## src/rtl/bram_arb_pkg.sv

```systemverilog
// Shared constants and the rotate-priority pick helper for block-RAM port arbiters.
// Pure declarations: no latency, no flow control.
package bram_arb_pkg;
    localparam int BRAM_DATA_W = 32;
    localparam int BRAM_BE_W   = 4;
    localparam int MAX_REQ     = 8;
    localparam int IDX_W       = 3;

    // Slots at or above the caller's requester count must be zero; the scan then
    // wraps at that count even though it walks all MAX_REQ slots.
    function automatic logic [MAX_REQ-1:0] rr_pick(input logic [MAX_REQ-1:0] valid,
                                                   input logic [IDX_W-1:0]   start);
        logic [MAX_REQ-1:0] pick;
        logic [IDX_W-1:0]   idx;
        pick = '0;
        for (int k = 0; k < MAX_REQ; k++) begin
            idx = start + IDX_W'(k);
            if (pick == '0 && valid[idx]) begin
                pick[idx] = 1'b1;
            end
        end
        return pick;
    endfunction
endpackage

```

## src/rtl/rr_priority_pick.sv

```systemverilog
// Rotate-priority encoder: one-hot first valid index at or after start_i, wrapping at N.
// Combinational, zero latency; no backpressure of its own.
module rr_priority_pick
    import bram_arb_pkg::*;
#(
    parameter int N = 3
)(
    input  logic [N-1:0]     valid_i,
    input  logic [IDX_W-1:0] start_i,
    output logic [N-1:0]     grant_o
);
    assign grant_o = N'(rr_pick(MAX_REQ'(valid_i), start_i));
endmodule

```

## src/rtl/bram_port_arbiter.sv

```systemverilog
// Round-robin arbiter with bounded locking sharing one BRAM port; accept in 0 cycles, respond 1 cycle later.
// Backpressure: req_ready is the only stall; a losing requester holds its request until accepted.
module bram_port_arbiter
    import bram_arb_pkg::*;
#(
    parameter int NUM_REQ    = 3,
    parameter int ADDR_WIDTH = 13,
    parameter int MAX_LOCK   = 8
)(
    input  logic                           clk,
    input  logic                           reset,
    input  logic [NUM_REQ-1:0]             req_valid,
    input  logic [NUM_REQ-1:0]             req_lock,
    input  logic [NUM_REQ*ADDR_WIDTH-1:0]  req_addr,
    input  logic [NUM_REQ*BRAM_BE_W-1:0]   req_we,
    input  logic [NUM_REQ*BRAM_DATA_W-1:0] req_wdata,
    output logic [NUM_REQ-1:0]             req_ready,
    output logic [NUM_REQ-1:0]             rsp_valid,
    output logic [BRAM_DATA_W-1:0]         rsp_rdata,
    output logic                           mem_clken,
    output logic [ADDR_WIDTH-1:0]          mem_addr,
    output logic [BRAM_BE_W-1:0]           mem_we,
    output logic [BRAM_DATA_W-1:0]         mem_wdata,
    input  logic [BRAM_DATA_W-1:0]         mem_rdata
);
    localparam logic [IDX_W-1:0] LAST_IDX = IDX_W'(NUM_REQ - 1);
    localparam logic [7:0]       LOCK_MAX = 8'(MAX_LOCK);

    logic [IDX_W-1:0]   last_grant_q, last_grant_d;
    logic [IDX_W-1:0]   lock_owner_q, lock_owner_d;
    logic               lock_vld_q, lock_vld_d;
    logic [7:0]         lock_cnt_q, lock_cnt_d;
    logic [NUM_REQ-1:0] rsp_valid_q;

    logic [IDX_W-1:0]   rr_start;
    logic [NUM_REQ-1:0] rr_grant;
    logic [NUM_REQ-1:0] lock_oh;
    logic [NUM_REQ-1:0] grant;
    logic [IDX_W-1:0]   win_idx;
    logic               lock_hit;
    logic               any_grant;

    assign rr_start = (last_grant_q == LAST_IDX) ? '0 : last_grant_q + IDX_W'(1);

    rr_priority_pick #(.N(NUM_REQ)) u_pick (
        .valid_i (req_valid),
        .start_i (rr_start),
        .grant_o (rr_grant)
    );

    always_comb begin
        lock_oh = '0;
        for (int i = 0; i < NUM_REQ; i++) begin
            lock_oh[i] = (lock_owner_q == IDX_W'(i));
        end
    end

    // Once the owner has used up its burst budget the round-robin pick takes over.
    assign lock_hit  = lock_vld_q && (|(lock_oh & req_valid)) && (lock_cnt_q < LOCK_MAX);
    assign grant     = reset ? '0 : (lock_hit ? lock_oh : rr_grant);
    assign any_grant = |grant;
    assign req_ready = grant;
    assign mem_clken = any_grant;

    always_comb begin
        win_idx   = '0;
        mem_addr  = req_addr[ADDR_WIDTH-1:0];
        mem_we    = '0;
        mem_wdata = req_wdata[BRAM_DATA_W-1:0];
        for (int i = 0; i < NUM_REQ; i++) begin
            if (grant[i]) begin
                win_idx   = IDX_W'(i);
                mem_addr  = req_addr[i*ADDR_WIDTH +: ADDR_WIDTH];
                mem_we    = req_we[i*BRAM_BE_W +: BRAM_BE_W];
                mem_wdata = req_wdata[i*BRAM_DATA_W +: BRAM_DATA_W];
            end
        end
    end

    always_comb begin
        last_grant_d = last_grant_q;
        lock_owner_d = lock_owner_q;
        lock_vld_d   = lock_vld_q;
        lock_cnt_d   = lock_cnt_q;
        if (any_grant) begin
            last_grant_d = win_idx;
            if (|(grant & req_lock)) begin
                lock_owner_d = win_idx;
                lock_vld_d   = 1'b1;
                lock_cnt_d   = lock_hit ? lock_cnt_q + 8'd1 : 8'd1;
            end else begin
                lock_vld_d   = 1'b0;
                lock_cnt_d   = '0;
            end
        end
    end

    always_ff @(posedge clk) begin
        if (reset) begin
            last_grant_q <= LAST_IDX;
            lock_owner_q <= '0;
            lock_vld_q   <= 1'b0;
            lock_cnt_q   <= '0;
            rsp_valid_q  <= '0;
        end else begin
            last_grant_q <= last_grant_d;
            lock_owner_q <= lock_owner_d;
            lock_vld_q   <= lock_vld_d;
            lock_cnt_q   <= lock_cnt_d;
            rsp_valid_q  <= grant;
        end
    end

    // Masking with reset drops an acknowledge still in flight when reset arrives.
    assign rsp_valid = reset ? '0 : rsp_valid_q;
    assign rsp_rdata = mem_rdata;
endmodule
```

## config.mk

```make
export PLATFORM = sky130hd
export DESIGN_NAME = bram_port_arbiter
export DESIGN_NICKNAME = d
export VERILOG_FILES = /design/src/rtl/bram_arb_pkg.sv /design/src/rtl/rr_priority_pick.sv /design/src/rtl/bram_port_arbiter.sv
export SDC_FILE = /design/constraint.sdc
export NUM_CORES = 1
export LEC_CHECK = 0
export CAP_MARGIN = 20
export CORE_MARGIN = 5
export CORE_UTILIZATION = 30
export CTS_CLUSTER_SIZE = 10
export DETAILED_ROUTE_END_ITERATION = 7
export PLACE_DENSITY = 0.79
export SYNTH_ARGS = -nofsm -noshare
export SYNTH_HDL_FRONTEND = slang
export SYNTH_HIERARCHICAL = 1
export SYNTH_SLANG_ARGS = --single-unit
```

## constraint.sdc

```tcl
create_clock -name clk -period 9 [get_ports clk]
set_input_delay 2.7 -clock clk [delete_from_list [all_inputs] [get_ports clk]]
set_output_delay 2.7 -clock clk [all_outputs]
set_load 0.02 [all_outputs]
```

==> reports/qor.csv, run 1 <==
stage;metric;value;unit
run_status;status;complete, but fails checks;
run_status;violated checks;setup timing;
setup_path;worst-path maximum fanout;10;
drt;DR iter-0 viols;458;
synth;Synth Instances;446;
sta;final count of pins violating max slew;0;
sta;setup TNS;-29920;ps
synth;synth warn;6;
floorplan;die area;13000;µm²
synth;register area share after synthesis;9.869;%
floorplan;Die X;114.0;µm
grt;GRT Total Usage;23.71;%
hold_path;min-delay src;lock_cnt_q[1]$_SDFFE_PP0P_;
setup_path;Worst Setup Path Type;input port to output port;
clock_tree;clock sinks;16;
sta;endpoints failing hold;0;
synth;leading area contributor after synthesis;mux2i_1;
drt;wire per inst;23.42;µm
run;Max Cap Viol;0;
placement;placed cell area;5907;µm²
setup_path;Required @ worst endpoint;6300;ps
grt;largest net degree at the start of global routing;31;
placement;Port Buffers;210;
floorplan;row count;38;
sta;Final min period;9715;ps
cells_and_area;commonest non-fill, non-tap cell in the layout;clkdlybuf4s50_1;
setup_path;crit end category;output port;
setup_path;Data arrival, critical path;7020;ps
floorplan;Starting Density;30.34;%
sta;Fin Clk Skew;2.509;ps
setup_path;Worst R2R Start;last_grant_q[0]$_SDFFE_PP0P_;
clock_tree;CTS clk-pin slew, worst paths;60;ps
synth;cell area after synthesis;3246;µm²
floorplan;number of I/O pins;275;
floorplan;die height;114.0;µm
sta;max_slew headroom;62.38;%
drt;Vias;4746;
sta;count of final setup violators;53;
floorplan;CORE AREA;10700;µm²
sta;RSZ-0062 raised after global routing;yes;
clock_tree;clk root buf;clkbuf_8;
sta;final worst path period share;107.9;%
cells_and_area;utilization after layout;69.11;%
cells_and_area;# nets final;906;
drt;Post-route DRC;0;
cells_and_area;non-filler cells, final;850;
grt;first-pass GRT wire length;24850;µm
clock_tree;CTS Hold Bufs;0;
synth;Mean Syn Cell Area;7.277;µm²
cells_and_area;Layout area overhead;127.8;%
clock_tree;number of CTS-inserted buffers;3;
sta;post-route setup slack;-715.1;ps
cells_and_area;commonest non-fill, non-tap cells in the layout;154 x clkdlybuf4s50_1, 77 x buf_4, 63 x buf_6;
setup_path;Worst setup SP type;input port;
pwr;worst vdd rail ir drop;0.0003349;V
synth;leading register cell type out of synthesis;dfxtp_1;
synth;library cells used by synthesis;83;
synth;Synth area leaders;mux2i_1 15%, dfxtp_1 9.9%, o21ai_1 8.2%;
drt;via/cell ratio;5.584;
drt;Detail Route Antenna Nets;0;
synth;Yosys reg bits;16;
drt;1st-pass router iterations;5;
setup_path;Setup crit start;req_valid[0];
synth;EDFF count, synth;0;
grt;initial antenna violation count;0;
pwr;power per cell area;424.5;nW/µm²
clock_tree;Worst-Skew Late Latency;250;ps
grt;vias in the first global route;4510;
cells_and_area;ratio of cells with drive above 1 in the final layout;47.32;%
synth;top cell type's share of synthesized area;15.42;%
placement;post-detail-place hpwl;13120;µm
clock_tree;Max H-tree Level;1;
hold_path;min-delay worst type;flip-flop to flip-flop;
placement;Placed Instances;795;
grt;grt ovf;0;
synth;Syn Nets;640;
pwr;Lkg Pwr;2.909;nW
sta;hold_ws;489.8;ps
placement;dpl ws;-1312;ps
pwr;total power;3.139;mW
placement;GPL Wtd Cong;0.9868;
clock_tree;Clock Tree Buf Depth;2;
synth;async set or reset register ratio after synthesis;0;%
drt;final WL;19900;µm
cells_and_area;n_diodes;0;
cells_and_area;cell area after layout;7393;µm²
clock_tree;CTS tree;yes;
sta;upper clock frequency limit;102.9;MHz
sta;measured slew at the worst slew-check pin;550.1;ps
-- cell type report --
class                   instances  area [µm²]
fillers                       712        3304
repair inverters                2       27.53
flip-flops and latches         16       320.3
multi-input cells             359        3400
well taps                     140       175.2
clock buffers                   3       41.29
inverters                      10       45.04
repair buffers                320        3385
-- what timing repair did --
item,in CTS,in global routing
pin swaps,25,55
buffers inserted,28,16
setup endpoints to repair,53,53
gates cloned,4,10
resized for setup,353,150
endpoints found under the hold margin,0,0
-- final timing paths --
kind                                                      to  slack [ps]  cells past startpoint
worst min register to register    lock_cnt_q[1]$_SDFFE_PP0P_         490                      2
worst max register to register  lock_owner_q[1]$_SDFFE_PP0P_        3010                     26
worst min-delay path              lock_cnt_q[1]$_SDFFE_PP0P_         490                      2
worst max-delay path                               mem_we[1]        -720                     19
-- synth_stat cells, types with 2 or more instances --
master,count
a2111o_1,2
a2111oi_0,2
a211oi_1,5
a211oi_2,2
a21o_1,2
a21oi_1,18
a311oi_1,2
a31oi_1,2
and2_1,7
and2_2,2
and3_1,2
and3_2,3
buf_2,11
buf_4,34
buf_6,2
clkbuf_1,7
clkbuf_8,6
dfxtp_1,16
ha_1,7
inv_1,7
inv_2,2
mux2_2,2
mux2i_1,50
nand2_1,63
nand2b_1,6
nand3_1,7
nand3b_1,2
nand4_1,4
nand4b_1,4
nor2_1,25
nor2b_1,9
nor3_1,4
nor3b_1,3
nor4_1,4
o211ai_1,6
o21a_1,4
o21ai_0,9
o21ai_1,53
o21ai_2,2
o22ai_1,2
or2_2,2
or3_1,2
or4_1,2
-- per-layer routing --
metal | part of all wire, % | vias up | global-route usage [%]
met5 | 0 | - | 0
met4 | 2.9 | 0 | 4.276
met3 | 12 | 57 | 9.973
met2 | 50 | 310 | 39.42
met1 | 36 | 2249 | 28.93
li1 | - | 2130 | -
-- registers in the layout (all words and copies together) (netlist names) --
name	count
last_grant_q	2
lock_cnt_q	8
rsp_valid_q	3
lock_vld_q	1
lock_owner_q	2
-- worst max-delay path: stages --
cell	delay (ps)
buf_8	100
mux2_4	280
a21o_1	180
a2111o_1	410
buf_6	140
o21a_1	130
o211a_1	260
and3_2	210
a311o_2	390
or4_4	510
o21ai_2	210
a21bo_1	270
a21oi_4	190
buf_4	160
buf_8	180
buf_4	180
mux2i_2	250
o21ai_2	100
buf_12	150
-- power breakdown --
part | switching (mW) | internal, mW
Sequential | 0.0134 | 0.0861
Combinational | 1.46 | 1.53
Clock | 0.0249 | 0.0297
-- cell families (layout without fill, tap and decap cells) --
| family | count (synthesis) | after routing | share of synthesized area [%] |
|---|---|---|---|
| compound gates | 132 | 132 | 27.60 |
| xor+xnor | 2 | 2 | 0.5398 |
| fa+ha+maj | 7 | 7 | 2.698 |
| buf+inv | 71 | 335 | 14.88 |
| flops | 16 | 16 | 9.869 |
| mux | 55 | 55 | 17.35 |
| simple gates | 163 | 163 | 27.06 |
(Power assumes the default switching activity.)
==> run 2, diff against run 1 <==
Settings changed: GPL_ROUTABILITY_DRIVEN set to 0, SETUP_SLACK_MARGIN set to 0.15.
==> run 2 against run 1 <==
The run still ends with setup timing left. Routed wire length increased by 16%. Clock power up 28%. Register-to-register slack worse by 2800 ps. Critical endpoint is now mem_we[2].
==> reports/qor.csv, run 2 (synthesis gave the netlist of run 1 again) <==
stage;metric;value;unit;change
drt;Vias;5348;;+13%
run_status;status;complete, but fails checks;;
drt;1st-pass router iterations;5;;unchanged
floorplan;CORE AREA;10700;µm²;unchanged
sta;post-route setup slack;-803.9;ps;-88.82 ps
clock_tree;Clock Tree Buf Depth;2;;unchanged
hold_path;min-delay worst type;flip-flop to flip-flop;;
sta;Fin Clk Skew;16.79;ps;+14.28 ps
setup_path;Data arrival, critical path;7100;ps;+80 ps
clock_tree;clock sinks;16;;unchanged
clock_tree;Max H-tree Level;1;;unchanged
cells_and_area;max FFs per register;8;;unchanged
pwr;sequential share of power;2.7;%;-0.5 points
drt;DR iter-0 viols;492;;+7.4%
run;Max Cap Viol;0;;unchanged
floorplan;Starting Density;30.34;%;unchanged
cells_and_area;Layout area overhead;158.6;%;
placement;Port Buffers;210;;unchanged
floorplan;number of I/O pins;275;;unchanged
sta;final count of pins violating max slew;0;;unchanged
pwr;total power;3.787;mW;+21%
drt;Post-route DRC;0;;unchanged
sta;upper clock frequency limit;102.0;MHz;-0.91%
cells_and_area;ratio of cells with drive above 1 in the final layout;53.84;%;+6.5 points
grt;vias in the first global route;5223;;+16%
pwr;Internal Pwr Total;2.062;mW;+25%
clock_tree;CTS clk-pin slew, worst paths;70;ps;about the same
floorplan;die area;13000;µm²;unchanged
drt;Detail Route Antenna Nets;0;;unchanged
sta;measured slew at the worst slew-check pin;841.2;ps;+291.0 ps
floorplan;row count;38;;unchanged
sta;endpoints failing hold;0;;unchanged
pwr;switch share;45.56;%;-2.1 points
cells_and_area;# nets final;977;;+7.8%
cells_and_area;Largest regs;lock_cnt_q x8, rsp_valid_q x3;;
floorplan;die height;114.0;µm;unchanged
grt;grt ovf;0;;unchanged
sta;final worst path period share;108.9;%;+0.99 points
run_status;violated checks;setup timing;;
pwr;net switching power;1.725;mW;+15%
pwr;clock share of power;1.8;%;about the same
sta;max_slew headroom;42.47;%;-20 points
floorplan;Die X;114.0;µm;unchanged
pwr;power per cell area;451.3;nW/µm²;+6.3%
grt;first-pass GRT wire length;29220;µm;+18%
pwr;Logic pwr share;95.4;%;+0.3 points
clock_tree;number of CTS-inserted buffers;3;;unchanged
sta;count of final setup violators;55;;+3.8%
sta;RSZ-0062 raised after global routing;yes;;
placement;post-detail-place hpwl;12860;µm;-2.0%
cells_and_area;n_diodes;0;;unchanged
grt;initial antenna violation count;0;;unchanged
clock_tree;CTS Hold Bufs;0;;unchanged
setup_path;Worst Setup Path Type;input port to output port;;
setup_path;crit end category;output port;;
drt;wire per inst;25.01;µm;+6.8%
drt;via/cell ratio;5.800;;+3.9%
setup_path;Required @ worst endpoint;6300;ps;about the same
pwr;worst vdd rail ir drop;0.0004400;V;+31%
cells_and_area;cell area after layout;8393;µm²;+14%
setup_path;Register-to-Register Setup Slack;250;ps;-2760 ps
cells_and_area;commonest non-fill, non-tap cell in the layout;clkdlybuf4s50_1;;
setup_path;Worst setup SP type;input port;;
placement;placed cell area;5969;µm²;+1.1%
clock_tree;CTS tree;yes;;
cells_and_area;Biggest register;lock_cnt_q;;
drt;final WL;23060;µm;+16%
pwr;Lkg Pwr;3.453;nW;+19%
setup_path;worst-path maximum fanout;4;;-6
sta;Final min period;9804;ps;+88.82 ps
cells_and_area;commonest non-fill, non-tap cells in the layout;154 x clkdlybuf4s50_1, 111 x buf_4, 95 x buf_6;;
grt;largest net degree at the start of global routing;27;;-13%
clock_tree;clk root buf;clkbuf_8;;
grt;GRT Total Usage;27.88;%;+4.2 points
clock_tree;Worst-Skew Late Latency;270;ps;+20 ps
-- run 2: final cells by class --
class | instances | area, µm²
timing repair buffer | 391 | 4095
tap | 140 | 175.2
multi-input combinational | 359 | 3669
timing repair inverter | 2 | 33.78
sequential | 16 | 320.3
fill | 572 | 2305
inverter | 10 | 45.04
clock buffer | 4 | 55.05
-- run 2: path summary, 6_finish.rpt --
path / startpoint / to / cells after the start
setup / recovery: req_valid[0] / mem_we[2] / 24
hold / removal: lock_cnt_q[1]$_SDFFE_PP0P_ / lock_cnt_q[1]$_SDFFE_PP0P_ / 2
setup reg to reg: last_grant_q[1]$_SDFFE_PP1P_ / rsp_valid_q[0]$_SDFF_PP0_ / 48
hold reg to reg: lock_cnt_q[1]$_SDFFE_PP0P_ / lock_cnt_q[1]$_SDFFE_PP0P_ / 2
-- run 2: timing repair --
action,CTS,global route
gates cloned,8,2
pin swaps,78,36
endpoints found under the hold margin,0,0
endpoints found under the setup margin,53,55
buffers inserted,81,23
resized for setup,466,135
-- run 2: worst max-delay path: stages --
cell      delay, ps
buf_8           100
buf_4           120
buf_4           130
mux2_2          290
a21oi_4         200
buf_4           170
a211oi_4         40
o311a_1         420
o41ai_4         100
nor2_1          110
a311o_2         390
or4_4           570
nor4_4          250
or3_1           160
nand2b_1        150
a211oi_2        210
a211oi_2         90
bufinv_8        230
buf_12          100
buf_4           110
buf_6           130
nand2_2          80
o21ai_2          80
buf_6           140
-- run 2: routing by layer --
metal	up-vias	share of wire [%]	global-route usage, %
met5	-	0	0
met4	0	5.5	5.542
met3	137	12	10.98
met2	402	51	50.51
met1	2534	32	30.84
li1	2275	-	-
-- run 2: power groups by stage --
stage          sequential [mW]  combinational [mW]  clock [mW]
2_1_floorplan           0.0936                1.26           0
3_3_place_gp             0.100                2.02           0
3_5_place_dp             0.101                2.06           0
4_1_cts                 0.0996                2.92      0.0640
5_1_grt                  0.104                3.73      0.0732
6_report                 0.103                3.61      0.0699
-- run 2: stage by stage --
step,hold WS [ps],std cells,utilization [%],worst slack [ps],TNS (ps)
4_1_cts,493.1,897,69.80,-538.8,-24430
6_report,485.9,922,78.46,-803.9,-38490
5_1_grt,522.9,922,78.46,-928.8,-43120
2_1_floorplan,445.2,446,-,-147.5,-3171
3_3_place_gp,459.1,804,55.80,-1267,-65050
3_5_place_dp,477.0,804,55.80,-1391,-69770
==> run 3, diff against run 2 <==
Settings changed: SLEW_MARGIN set to 0.
==> results of run 3 <==
Same layout as run 2: the final DEF is identical, and so are final timing and power.
